<file path="src/rtl/edge_event_arbiter.sv">
// rtl/edge_event_arbiter.sv - per-channel edge collector with round-robin event serialiser
// Rise/fall edges latch pending entries (2*ch rise, 2*ch+1 fall) offered one at a time on a valid/ready port.
module edge_event_arbiter #(
   parameter int N_CH = 4,
   parameter int ID_W = 2
) (
   input  logic            clk,
   input  logic            reset,
   input  logic [N_CH-1:0] level,
   input  logic [N_CH-1:0] rise_en,
   input  logic [N_CH-1:0] fall_en,
   output logic            evt_valid,
   input  logic            evt_ready,
   output logic [ID_W-1:0] evt_ch,
   output logic            evt_edge,
   output logic [N_CH-1:0] ovf,
   input  logic            ovf_clr
);

   localparam int N_E = 2 * N_CH;
   localparam int PW  = $clog2(N_E);

   typedef enum logic {S_IDLE, S_OFFER} state_t;

   state_t          r_state, w_state_nxt;
   logic            r_primed;
   logic [N_CH-1:0] r_hist;
   logic [N_E-1:0]  r_pend;
   logic [PW-1:0]   r_ptr, r_sel;
   logic            r_valid;
   logic [ID_W-1:0] r_ch;
   logic            r_evt_edge;
   logic [N_CH-1:0] r_ovf;

   logic [N_E-1:0]  w_det, w_take, w_pend_nxt;
   logic [N_CH-1:0] w_ovf_set, w_ovf_nxt;
   logic [PW:0]     w_idx;
   logic            w_found;
   logic [PW-1:0]   w_win, w_ptr_nxt, w_sel_nxt;
   logic            w_valid_nxt, w_evt_edge_nxt;
   logic [ID_W-1:0] w_ch_nxt;

   assign evt_valid = r_valid;
   assign evt_ch    = r_ch;
   assign evt_edge  = r_evt_edge;
   assign ovf       = r_ovf;

   // Edges are suppressed until the history has been loaded once after reset.
   always_comb begin
      w_det = '0;
      for (int i = 0; i < N_CH; i++) begin
         w_det[2*i]   = r_primed & level[i] & ~r_hist[i] & rise_en[i];
         w_det[2*i+1] = r_primed & ~level[i] & r_hist[i] & fall_en[i];
      end
   end

   always_comb begin
      w_take = '0;
      if (r_state == S_OFFER && evt_ready) begin
         w_take[r_sel] = 1'b1;
      end
   end

   // An edge on an entry that is being consumed this cycle re-arms it instead of overflowing.
   always_comb begin
      w_ovf_set = '0;
      for (int i = 0; i < N_CH; i++) begin
         w_ovf_set[i] = (w_det[2*i]   & r_pend[2*i]   & ~w_take[2*i]) |
                        (w_det[2*i+1] & r_pend[2*i+1] & ~w_take[2*i+1]);
      end
      w_pend_nxt = (r_pend & ~w_take) | w_det;
      w_ovf_nxt  = (ovf_clr ? '0 : r_ovf) | w_ovf_set;
   end

   always_comb begin
      w_found = 1'b0;
      w_win   = '0;
      w_idx   = '0;
      for (int j = 0; j < N_E; j++) begin
         w_idx = {1'b0, r_ptr} + (PW+1)'(j);
         if (w_idx >= (PW+1)'(N_E)) begin
            w_idx = w_idx - (PW+1)'(N_E);
         end
         if (!w_found && r_pend[w_idx[PW-1:0]]) begin
            w_found = 1'b1;
            w_win   = w_idx[PW-1:0];
         end
      end
   end

   always_comb begin
      w_state_nxt    = r_state;
      w_valid_nxt    = r_valid;
      w_ch_nxt       = r_ch;
      w_evt_edge_nxt = r_evt_edge;
      w_sel_nxt      = r_sel;
      w_ptr_nxt      = r_ptr;
      case (r_state)
         S_IDLE: begin
            if (w_found) begin
               w_valid_nxt    = 1'b1;
               w_ch_nxt       = ID_W'(w_win >> 1);
               w_evt_edge_nxt = ~w_win[0];
               w_sel_nxt      = w_win;
               w_state_nxt    = S_OFFER;
            end
         end
         S_OFFER: begin
            if (evt_ready) begin
               w_valid_nxt = 1'b0;
               w_ptr_nxt   = (r_sel == PW'(N_E - 1)) ? '0 : r_sel + 1'b1;
               w_state_nxt = S_IDLE;
            end
         end
         default: w_state_nxt = S_IDLE;
      endcase
   end

   always_ff @(posedge clk or posedge reset) begin
      if (reset) begin
         r_state    <= S_IDLE;
         r_primed   <= 1'b0;
         r_hist     <= '0;
         r_pend     <= '0;
         r_ptr      <= '0;
         r_sel      <= '0;
         r_valid    <= 1'b0;
         r_ch       <= '0;
         r_evt_edge <= 1'b0;
         r_ovf      <= '0;
      end else begin
         r_state    <= w_state_nxt;
         r_primed   <= 1'b1;
         r_hist     <= level;
         r_pend     <= w_pend_nxt;
         r_ptr      <= w_ptr_nxt;
         r_sel      <= w_sel_nxt;
         r_valid    <= w_valid_nxt;
         r_ch       <= w_ch_nxt;
         r_evt_edge <= w_evt_edge_nxt;
         r_ovf      <= w_ovf_nxt;
      end
   end

endmodule

</file>
<file path="config.mk">
export PLATFORM = sky130hd
export DESIGN_NAME = edge_event_arbiter
export DESIGN_NICKNAME = d
export VERILOG_FILES = /design/src/rtl/edge_event_arbiter.sv
export SDC_FILE = /design/constraint.sdc
export NUM_CORES = 1
export LEC_CHECK = 0
export ABC_AREA = 1
export BUFFER_PORTS_ARGS = -buffer_cell sky130_fd_sc_hd__buf_2
export CAP_MARGIN = 10
export CORE_ASPECT_RATIO = 1.4
export CORE_MARGIN = 3
export CORE_UTILIZATION = 40
export CTS_CLUSTER_DIAMETER = 120
export DETAILED_ROUTE_END_ITERATION = 12
export PLACE_DENSITY = 0.73
export SLEW_MARGIN = 20
export SYNTH_ARGS = -nofsm -noshare
export SYNTH_HDL_FRONTEND = slang
export SYNTH_SLANG_ARGS = --single-unit
export TNS_END_PERCENT = 100
</file>
<file path="constraint.sdc">
create_clock -name clk -period 2.4 [get_ports clk]
set_input_delay 0.12 -clock clk [delete_from_list [all_inputs] [get_ports clk]]
set_output_delay 0.12 -clock clk [all_outputs]
set_load 0.005 [all_outputs]
</file>
### Yosys cells after proc, flatten, opt, wreduce, memory -nomap -nowiden

Index checks and enable logic that the tools add are counted.

* add/subtract/negate cells: 16
* $lt $le $gt $ge: 18
* eq/ne operators: 3
* mux-type cells: 51
* bitwise operators: 66
* reductions and logical operators: 19

Operator list (count)
* two-way mux 3 bit: 17
* bitwise AND 1 bit: 40
* < comparator 3 x 4 -> 1 bit, second input constant: 9
* >= comparator 4 bit, second input constant: 7
* binary-select mux 1 bit (select 3 bit): 8
* subtractor 3 x 1 -> 3 bit, second input constant: 8
* two-way mux 1 bit: 21
* inverter 1 bit: 18
* adder 3 x 3 -> 4 bit, second input constant: 4
* logical AND 1 bit: 9
* adder 3 x 2 -> 4 bit, second input constant: 2
* bitwise AND 8 bit: 1
* two-way mux 8 bit: 1
* inverter 8 bit: 1
* OR 8 bit: 1
* logical NOT 1 bit: 7
* AND reduction 2 bit: 3
* adder 3 x 1 -> 4 bit, second input constant: 1
* >= comparator 3 x 4 -> 1 bit, second input constant: 1
* two-way mux 4 bit: 1
* inequality test 2 bit, second input constant: 2
* OR 1 bit: 4
* OR 4 bit: 1
* case mux 1 bit (2 select lines): 2
* 4 further kinds: 4

* flip-flop bits (word level): 28
* logic and storage cells: 183

### Logic depth before layout (Yosys ltp)

* word-level depth: 28
* gate-level depth with buffers: 18

### Worst setup path before layout

Ideal clock, no wire load.

* kind: reg-to-reg
* from: reg r_ptr[0]
* to: reg r_valid, in the netlist evt_valid
* library setup time: 120 ps
* arrival: 2276 ps
* data required time: 2280 ps
* path slack: 4 ps
* cell stages (with the launch flop): 16
* path through: dfrtp_1 -> inv_2 -> clkbuf_1 -> ha_1 -> inv_2 -> nand3_2 -> nand3_2 -> nand2_4 -> nor2_8 -> nand4_4 -> nor2_4 -> nand3_2 -> nand2_4 -> inv_2 -> nor2_1 -> nor2_1

* word-level cells in the longest chain between the ends: 28
* elaborated cells between the ends (all ways): 71
* classes of those cells: 15 x add/sub; 8 x order compare; 1 x eq/ne; 32 x mux; 15 x reduce/logical

Ends and longest elaborated chain
* from (decl): RTL line 29 `logic [PW-1:0] r_ptr, r_sel;`
* from (signal assigned): RTL line 136 `r_ptr <= w_ptr_nxt;`
* parallel branches: the longest is 25 deep, another holds adder 3 x 1 -> 4 bit
* two-way mux 1 bit *: RTL line 84 `if (!w_found && r_pend[w_idx[PW-1:0]]) begin`
* inequality test 2 bit (no line) *
* AND reduction 2 bit (no line) *
* to (signal assigned): RTL line 138 `r_valid <= w_valid_nxt;`
* to (decl): RTL line 30 `logic r_valid;`

Mark *: on every way between the ends. The select of a mux whose other input is x is not followed.
A chain may end at the register's enable or synchronous reset.

### Final worst setup path

* from: reg r_ptr[1]
* to: reg r_valid, in the netlist evt_valid

Same word-level chain as after synthesis.

==> results.md <==
- The area fraction of the dominant cell type after synthesis is 0.339.
- The largest total area in the synthesized netlist belongs to sky130_fd_sc_hd__dfrtp_1.
- The net count after synthesis is 287.
- The overall track demand over capacity in global routing is 0.169.
- In this run, synthesis inferred 0 flip-flops with an integrated enable.
- Clock latency on the worst-skew pair, taken at its later pin, is 270 ps.
- The synthesized flop and latch total is 26.
- For this run, the top clock speed supported by timing is 0.451 GHz.
- Entering global routing, the biggest net connects 27 pins.
- The die covers 0.00568 mm^2.
- The first global-routing pass estimated 7700 um of wire.
- By instance count, the leading cell after synthesis is sky130_fd_sc_hd__nand2_1.
- The root buffer cell chosen for the clock tree is sky130_fd_sc_hd__clkbuf_8.
- The worst setup path is launched from a register.
- The final-report hold violation count is 0.
- In the final layout, the share of cells above drive strength 1 is 0.202.
- Once detail routing completed, the nets flagged for antenna violations numbered 0.
- Broken down by cell family, the worst path's largest delay share belongs to simple AND/OR/NAND/NOR gates.
- Clock tree synthesis inserted a total of 3 buffers.
- The TritonCTS clock tree is built.
- The worst setup path is of the reg -> reg kind.
- The critical path data required time is 2560 ps.
- The number of clock sinks is 26.
- The die height is 88.0 um.
- Across the run, the number of max-cap violations was 0.
- For the worst setup path, the data arrival time is 2380 ps.
- In this run the tool buffered the top-level ports with 23 buffer cells.
- The clock arrives with 5.17 ps of skew.
- Summed over all failing endpoints, the final setup total negative slack is 0 ps.
- The via count normalized by instance count is 5.05.
- The total standard cell area after synthesis is 0.00192 mm^2.
- Along the worst path, the maximum fanout reaches 8.
- In the routed design, unresolved DRC markers number 0.
- The congestion estimate from routability-driven global placement came to 0.921.
- CTS built an H-tree with a depth of 1.
- Detailed routing inserted a total of 1812 vias.
- The core footprint is 0.00457 mm^2.
- Each instance of the synthesized netlist takes up on average 7.19 um^2.
- The flow ran to the end, and the final reports show no timing, DRC or antenna violations.
- For this run, the leading register cell type out of synthesis is sky130_fd_sc_hd__dfrtp_1.
- The boundary pin count is 24.
- In the finished design, the share of the clock period the worst path needs comes to 0.925.
- By area the synthesized netlist is led by sky130_fd_sc_hd__dfrtp_1 34%, sky130_fd_sc_hd__nand2_1 16%, sky130_fd_sc_hd__nand3_1 7.8%.
- The count of endpoints failing setup in the final report is 0.
- The initial antenna violation count is 0.
- The area of the multi-input gates is 0.00110 mm^2.
- Among all stages on the critical path, the largest delay is contributed by sky130_fd_sc_hd__dfrtp_1.
- Summing all flip-flop and latch instances after layout gives 651 um^2.
- At the pin with the least slew margin, the transition time is 972 ps.
- The filler cells instantiated in the layout total 490.
- The depth of the worst register-to-register path is 12.
- The final critical path time including I/O delays and setup is 2220 ps.
- The register area share after synthesis is 0.339.
- The worst hold path belongs to the class in -> async.
- After clock tree synthesis, the clock-pin slew on the worst setup and hold paths is 90 ps.
- The via count of the first global-routing pass came to 1786.
- The headroom to the max-slew limit is 0.351.
- The Yosys step of the flow raised 0 warnings.
- The number of different library cells in the post-synthesis netlist is 32.
- Once detailed placement completed, the half-perimeter wirelength came to 3530 um.
- The horizontal extent of the die is 64.5 um.
- The starting density of the core is 0.420.
- The critical path endpoint category is a register.
- At the end of the flow, the number of nets in the layout was 318.
- The cell occurring most often along the worst timing path is sky130_fd_sc_hd__nor2_1.
- The async set-or-reset flop fraction in the synthesized netlist is 1.00.
- For this run the aggregate overflow at the end of global routing stands at 0.
- The delay of the slowest critical-path stage is 390 ps.
- Ranked by instance count, the synthesized netlist is headed by 84 x sky130_fd_sc_hd__nand2_1, 30 x sky130_fd_sc_hd__nand3_1, 28 x sky130_fd_sc_hd__nor2_1, 26 x sky130_fd_sc_hd__dfrtp_1, 26 x sky130_fd_sc_hd__inv_1.
- Setup repair after global routing left no endpoint under its margin.
- The critical path crosses 12 cells after its start point.
- The antenna cell count is 0.
- Together, buffers and inverters on the worst path number 3.
- The max-slew violation count is 0.
- The synthesized instance count is 267.
- The floorplan has 29 rows.
- The worst setup path startpoint is r_ptr[1].
- The first detailed-routing pass took 4 iterations.
- The critical register-to-register path startpoint is r_ptr[1].
- Compared with the post-synthesis result, the final layout area differs by 14.3%.
- The endpoint identified for the worst register-to-register timing path is evt_valid.
- The flop-to-flop setup slack is 180 ps.
- The total wirelength of the detailed-routed design is 4440 um.
- Counting along the longest clock path gives a buffer depth of 2.
- The violation count after the first detailed-routing iteration is 44.
- Traced cell by cell, the critical path runs through buf_4, ha_1, xnor2_4, nor2_1, a31oi_4, inv_2, nor2_4, nand3_2, nand2_4, inv_2, nor2_1, nor2_1.
- The detail-routed net length per standard cell is 12.4 um.
-- how the worst max path moves through the flow --
stage                            to  slack, ps
after floorplan           evt_valid          4
after CTS                 evt_valid        130
after detailed placement  evt_valid        160
final                     evt_valid        180
after global routing      evt_valid         40
after global placement    evt_valid        220
-- state kept, by name, indices dropped and copies added (netlist names) --
signal and count:
ovf 4, r_pend 8, r_hist 4, r_sel 3, r_state 1, r_primed 1
evt_valid 1, r_ptr 3, evt_edge 1
-- routing by layer --
metal  up-vias  track usage  share of wire
met1       839        0.183           0.41
met3        11       0.0154          0.023
met4         0       0.0673          0.025
met5         -            0              0
li1        925            -              -
met2        37        0.332           0.54
-- worst register-to-register path, delay by kind of cell, from the launching register on --
family | cells | cell delay, ps
DFF | 1 | 390
and+or+nand+nor | 6 | 650
adders and majority gates | 1 | 270
xor gates and xnor gates | 1 | 270
buffers and inverters | 3 | 290
AOI/OAI and AO/OA | 1 | 230
-- per-stage QoR --
stage	worst slack, ps	util	cell area [um^2]	std cells	hold slack [ps]
floorplan	3.64	-	1920	267	151
global placement	222	0.457	2090	350	256
detailed placement	157	0.457	2090	350	258
CTS	130	0.478	2180	358	70.2
global route	38.0	0.480	2190	359	64.6
finish	181	0.480	2190	359	60.8
-- kinds of logic (layout without fill, tap and decap cells) --
group / after synthesis / count (layout) / synth area share
compound gates: 18 / 18 / 0.0645
xor+xnor: 4 / 4 / 0.0319
fa+ha+maj: 4 / 4 / 0.0261
buf+inv: 38 / 68 / 0.0900
flops: 26 / 26 / 0.339
other cells: 1 / 1 / 0.00195
simple gates: 176 / 176 / 0.447
-- cell type report --
cell class	count	area share
multi-input cells	203	0.501
clock buffers	4	0.0251
repair buffers	32	0.0878
flip-flops and latches	26	0.296
inverters	32	0.0547
well taps	62	0.0353
-- cell usage in the layout (no fill, tap or decap), types with 2 or more instances in the layout --
cell	n
sky130_fd_sc_hd__buf_2	23
sky130_fd_sc_hd__buf_4	5
sky130_fd_sc_hd__clkbuf_8	4
sky130_fd_sc_hd__dfrtp_1	26
sky130_fd_sc_hd__dlygate4sd3_1	4
sky130_fd_sc_hd__ha_1	3
sky130_fd_sc_hd__inv_1	26
sky130_fd_sc_hd__inv_2	6
sky130_fd_sc_hd__nand2_1	84
sky130_fd_sc_hd__nand2_2	2
sky130_fd_sc_hd__nand2_4	3
sky130_fd_sc_hd__nand3_1	30
sky130_fd_sc_hd__nand3_2	9
sky130_fd_sc_hd__nand4_1	9
sky130_fd_sc_hd__nor2_1	28
sky130_fd_sc_hd__nor3_1	7
sky130_fd_sc_hd__o211ai_1	2
sky130_fd_sc_hd__o21ai_0	8
sky130_fd_sc_hd__o21ai_1	2
sky130_fd_sc_hd__o221ai_1	2
-- repair_timing --
| action | in CTS | in global routing |
|---|---|---|
| setup buffers | 0 | 1 |
| endpoints found under the hold margin | 4 | 0 |
| gates resized for setup | 0 | 1 |
| endpoints found under the setup margin | 0 | 5 |
| hold buffers | 4 | 0 |
Power is left out: the tool's default activity adds up to more than one toggle a clock period on the data nets, which glitch-free logic cannot reach.
